==> config.mk <==
export PLATFORM = sky130hd
export DESIGN_NAME = zigzag_reorder_buf
export DESIGN_NICKNAME = d
export VERILOG_FILES = /design/src/rtl/zigzag_pkg.sv /design/src/rtl/zigzag_addr_map.sv /design/src/rtl/zigzag_reorder_buf.sv
export SDC_FILE = /design/constraint.sdc
export NUM_CORES = 2
export LEC_CHECK = 0
export ABC_CLOCK_PERIOD_IN_PS = 10800
export BUFFER_PORTS_ARGS = -buffer_cell sky130_fd_sc_hd__buf_2
export CORE_MARGIN = 1
export CORE_UTILIZATION = 39
export DETAILED_ROUTE_END_ITERATION = 8
export MAX_ROUTING_LAYER = met4
export SLEW_MARGIN = 20
export SYNTH_ARGS = -nofsm -noshare
export SYNTH_HDL_FRONTEND = slang
export SYNTH_SLANG_ARGS = --single-unit
==> constraint.sdc <==
create_clock -name clk -period 10.8 [get_ports clk]
set_input_delay 0 -clock clk [delete_from_list [all_inputs] [get_ports clk]]
set_output_delay 0 -clock clk [all_outputs]
set_load 0.005 [all_outputs]
==> src/rtl/zigzag_pkg.sv <==
// Shared constants for the 8x8 coefficient reorder path: block size, read-order
// modes and the JPEG zigzag scan table (sequence index -> raster address).
package zigzag_pkg;

  localparam int BLK_SIZE = 64;

  typedef enum logic [1:0] {
    ZZ_ORDER     = 2'd0,
    RASTER_ORDER = 2'd1,
    TRANS_ORDER  = 2'd2
  } order_e;

  localparam logic [5:0] ZZ [BLK_SIZE] = '{
    6'd0,  6'd1,  6'd8,  6'd16, 6'd9,  6'd2,  6'd3,  6'd10,
    6'd17, 6'd24, 6'd32, 6'd25, 6'd18, 6'd11, 6'd4,  6'd5,
    6'd12, 6'd19, 6'd26, 6'd33, 6'd40, 6'd48, 6'd41, 6'd34,
    6'd27, 6'd20, 6'd13, 6'd6,  6'd7,  6'd14, 6'd21, 6'd28,
    6'd35, 6'd42, 6'd49, 6'd56, 6'd57, 6'd50, 6'd43, 6'd36,
    6'd29, 6'd22, 6'd15, 6'd23, 6'd30, 6'd37, 6'd44, 6'd51,
    6'd58, 6'd59, 6'd52, 6'd45, 6'd38, 6'd31, 6'd39, 6'd46,
    6'd53, 6'd60, 6'd61, 6'd54, 6'd47, 6'd55, 6'd62, 6'd63
  };

endpackage

==> src/rtl/zigzag_addr_map.sv <==
// Combinational map from (order mode, output sequence index) to raster address.
// Also used by the decoder-side inverse path.
module zigzag_addr_map
  import zigzag_pkg::*;
(
  input  logic [1:0] mode,
  input  logic [5:0] seq_idx,
  output logic [5:0] addr
);

  always_comb begin
    addr = ZZ[seq_idx];
    case (mode)
      RASTER_ORDER: addr = seq_idx;
      TRANS_ORDER:  addr = {seq_idx[2:0], seq_idx[5:3]};
      // mode 3 is reserved and falls back to zigzag
      default:      addr = ZZ[seq_idx];
    endcase
  end

endmodule

==> src/rtl/zigzag_reorder_buf.sv <==
// NBANK-deep ring of 64-entry coefficient banks: raster-order writes, per-block
// zigzag/raster/transposed reads, valid/ready on both sides.
module zigzag_reorder_buf
  import zigzag_pkg::*;
#(
  parameter int DW    = 12,
  parameter int NBANK = 2
) (
  input  logic          clk,
  input  logic          rst,
  input  logic          in_valid,
  output logic          in_ready,
  input  logic [DW-1:0] in_data,
  input  logic [1:0]    in_mode,
  output logic          out_valid,
  input  logic          out_ready,
  output logic [DW-1:0] out_data,
  output logic [5:0]    out_idx,
  output logic          out_last,
  output logic          full,
  output logic          empty
);

  localparam int BW = (NBANK > 1) ? $clog2(NBANK) : 1;

  logic [DW-1:0]         mem [NBANK][BLK_SIZE];
  logic [NBANK-1:0]      complete, complete_nxt;
  logic [NBANK-1:0][1:0] tag;
  logic [BW-1:0]         wr_bank, rd_bank;
  logic [5:0]            wr_cnt, rd_cnt, rd_addr;
  logic                  wr_fire, rd_fire;

  function automatic logic [BW-1:0] next_bank(input logic [BW-1:0] b);
    return (b == BW'(NBANK - 1)) ? '0 : b + 1'b1;
  endfunction

  // Handshakes depend only on registered flags, so no input-to-output comb path.
  assign in_ready  = !complete[wr_bank];
  assign out_valid = complete[rd_bank];
  assign wr_fire   = in_valid && in_ready;
  assign rd_fire   = out_valid && out_ready;

  zigzag_addr_map u_addr_map (
    .mode    (tag[rd_bank]),
    .seq_idx (rd_cnt),
    .addr    (rd_addr)
  );

  assign out_data = mem[rd_bank][rd_addr];
  assign out_idx  = rd_cnt;
  assign out_last = out_valid && (rd_cnt == 6'd63);
  assign full     = &complete;
  assign empty    = ~|complete;

  // Write and read banks differ whenever both fire, so set and clear never collide.
  always_comb begin
    complete_nxt = complete;
    if (wr_fire && wr_cnt == 6'd63) complete_nxt[wr_bank] = 1'b1;
    if (rd_fire && rd_cnt == 6'd63) complete_nxt[rd_bank] = 1'b0;
  end

  always_ff @(posedge clk) begin
    if (rst) begin
      wr_bank  <= '0;
      rd_bank  <= '0;
      wr_cnt   <= '0;
      rd_cnt   <= '0;
      complete <= '0;
      tag      <= '0;
    end else begin
      if (wr_fire) begin
        wr_cnt <= wr_cnt + 6'd1;
        if (wr_cnt == 6'd0)  tag[wr_bank] <= in_mode;
        if (wr_cnt == 6'd63) wr_bank      <= next_bank(wr_bank);
      end
      if (rd_fire) begin
        rd_cnt <= rd_cnt + 6'd1;
        if (rd_cnt == 6'd63) rd_bank <= next_bank(rd_bank);
      end
      complete <= complete_nxt;
    end
  end

  // Coefficient storage carries no reset; stale data is masked by the flags.
  always_ff @(posedge clk) begin
    if (wr_fire) mem[wr_bank][wr_cnt] <= in_data;
  end

endmodule

==> metrics.yaml <==
rsz0062_at_grt: "false"
cp_slowest_stage_delay_ps: 850
synth_edf_count: 1536
final_common_cell: "edfxtp_1"
cts_tree: "built"
syn_to_final_growth_pct: 12.6
grt_max_degree: 204
leakage_nw: 22.1
start_util: 0.394
slowest_stage: "dfxtp_1"
skew_ps: 39.2
hold_slack_ps: 26.8
ys_types: 78
path_delay_family: "compound AO/OA/AOI/OAI gates"
synth_top_family_by_area: "simple AND/OR/NAND/NOR gates"
drc: 0
crit_buf_inv: 4
switching_power_mw: 3.06
synth.top_cell.area_share: 0.737
grt_usage: 0.227
die_w_um: 403
outcome: "finished, final reports clean"
worst_setup_path_start_kind: "register"
antenna_left: 0
path_class: "reg -> out"
wl_um: 181000
whs_path_depth: 3
port_buffers: 40
synth.area.top_cells: "edfxtp_1, nand2_1, nand3_1, mux2i_1, mux4_2"
synth_mux_area_frac: 0.0414
fp-row-count: 146
place_area_sq_mm: 0.0655
ioPinCount: 41
drv_slew: 0
fin_nets: 4383
drive_gt1_frac: 0.124
clkLatencyLatePin_ps: 800
vias_per_cell: 5.91
layout_common_cells: "edfxtp_1, nand2_1, nand3_1"
synth_fa_ha_area_frac: 0.00340
synth_compound_area_frac: 0.0728
yosys.area_share.simple: 0.113
ir_drop_v: 0.000168
cap_violations: 0
rr_worst_depth: 7
vias: 38700
syn_nets: 4312
grt_pass1_wl_um: 263000
worstHoldPathType: "in -> reg"
post_cts_buffers: 0
grt_pass1_vias: 37100
min_period_over_period: 0.713
finalHoldViolCount: 0
tns_ps: 0
syn_inst: 4277
ys.flop_type: "edfxtp_1"
p_per_area_mw_per_mm2: 183
required_ps: 10800
cp.arrival_ps: 7700
end_kind: "output port"
post_synth.cell_area_avg_sq_um: 14.6
combPwrFrac: 0.077
cts-htree-levels: 4
ys_seq_area_frac: 0.743
yosysTopAreaCell: "edfxtp_1"
drt_iter0_drc: 4936
clock_sinks: 1557
syn_area_sq_mm: 0.0626
place_congestion: 0.856
ys_warn_count: 0
path_cells: "inv_1, ha_1, nand2b_1, a41o_1, o2111a_2, nor2_4, buf_4, buf_12, mux4_2, o2111ai_1, nor3_1, o21ai_0, nand4_1, buf_2"
finalSetupViolCount: 0
crit_cells: 14
coreArea_sq_mm: 0.159
period_needed_ps: 7700
antenna_found_initial: 5
worst_pin_slew_ps: 1180
grt-ovfl-total: 0
clk_pin_slew_ps: 50
netSwitchingFraction: 0.238
clockBufferDepth: 3
seq_power_share: 0.517
relSlewSlack: 0.207
post-route-util: 0.444
dieHeight_um: 403
wl_per_cell_um: 27.6
crit_fanout: 149
dr.pass1.iters: 6
synth_seq_cells: 1557
synth_xor_area_frac: 0.00168
fp.dieArea_sq_mm: 0.162
pwr-share-clk: 0.406
clockRootBuffer: "clkbuf_16"
cts_made_buffers: 160
hpwl_um: 103000
fmax_mhz: 130
fin_area_sq_mm: 0.0705
p_int_mw: 9.81
async_flop_share: 0
-- cell type report --
| class | instances | area [sq um] |
|---|---|---|
| antenna | 4 | 10.0 |
| clock buffer | 205 | 4240 |
| clock inverter | 80 | 603 |
| fill | 14000 | 88400 |
| inverter | 13 | 48.8 |
| multi-input combinational | 2392 | 14700 |
| sequential | 1557 | 46500 |
| tap | 2072 | 2590 |
| timing repair buffer | 224 | 1750 |
-- state kept, by name (all words and copies together) (netlist names), named ones only --
register	cells
complete	2
mem	1536
out_idx	6
rd_bank	1
tag	4
wr_bank	1
wr_cnt	6
-- cells in the mapped netlist (24+ instances only) --
library cell / count
nand2_1: 629
o21ai_0: 142
nor2b_1: 44
nand4_1: 140
mux2i_1: 123
a211oi_1: 38
edfxtp_1: 1536
a2111oi_0: 53
nor3_1: 48
clkbuf_1: 140
o211ai_1: 26
a32oi_1: 35
or4_1: 32
mux4_2: 43
a21oi_1: 112
o22ai_1: 25
mux2_2: 35
and3_1: 81
nor2_1: 167
a31oi_1: 44
nand3_1: 323
a22oi_1: 43
buf_2: 130
o2111ai_1: 50
buf_4: 24
-- power by group through the flow --
stage | logic [mW] | clock network, mW | registers [mW]
after floorplan | 0.572 | 0 | 6.78
after global placement | 0.966 | 0 | 6.78
after detailed placement | 0.977 | 0 | 6.78
after CTS | 0.988 | 5.28 | 6.65
after global routing | 1.06 | 5.50 | 6.65
final | 0.995 | 5.22 | 6.65
-- worst paths after layout --
| path | start | to | slack, ps |
|---|---|---|---|
| min reg2reg | tag[3] | tag[3] | 500 |
| min | out_ready | complete[1] | 30 |
| max reg2reg | wr_cnt[4] | tag[1] | 7200 |
| max | out_idx[0] | out_data[1] | 3100 |
-- per-layer routing --
| metal | vias up | routed length (um) | GRT usage |
|---|---|---|---|
| met5 | - | 0 | - |
| met4 | 0 | 5230 | 0.0699 |
| met3 | 264 | 15500 | 0.0419 |
| met2 | 1746 | 83300 | 0.340 |
| met1 | 19900 | 76800 | 0.315 |
| li1 | 16800 | - | - |
-- tightest hold or removal path: stages --
cell and delay (ps):
dlygate4sd3_1 520, buf_2 150, a311oi_1 90
-- what timing repair did --
action | CTS | global route
hold endpoints to repair | 638 | 0
hold buffers | 20 | 0
resized for setup | 0 | 0
-- cell families after synthesis --
family                   Yosys count
buffers and inverters            328
AND/OR/NAND/NOR                 1507
adder cells (fa/ha/maj)           17
flip-flops                      1557
AO/OA/AOI/OAI                    655
multiplexers                     201
XOR/XNOR                          12
-- per-stage QoR --
step                cells  setup slack (ps)  total power, mW
floorplan            4277              7310             7.35
global placement     6238              3970             7.74
detailed placement   6238              4010             7.76
CTS                  6543              3170             12.9
global route         6546              2920             13.2
finish               6547              3100             12.9
Note: power is estimated with default switching activity, not from simulation.
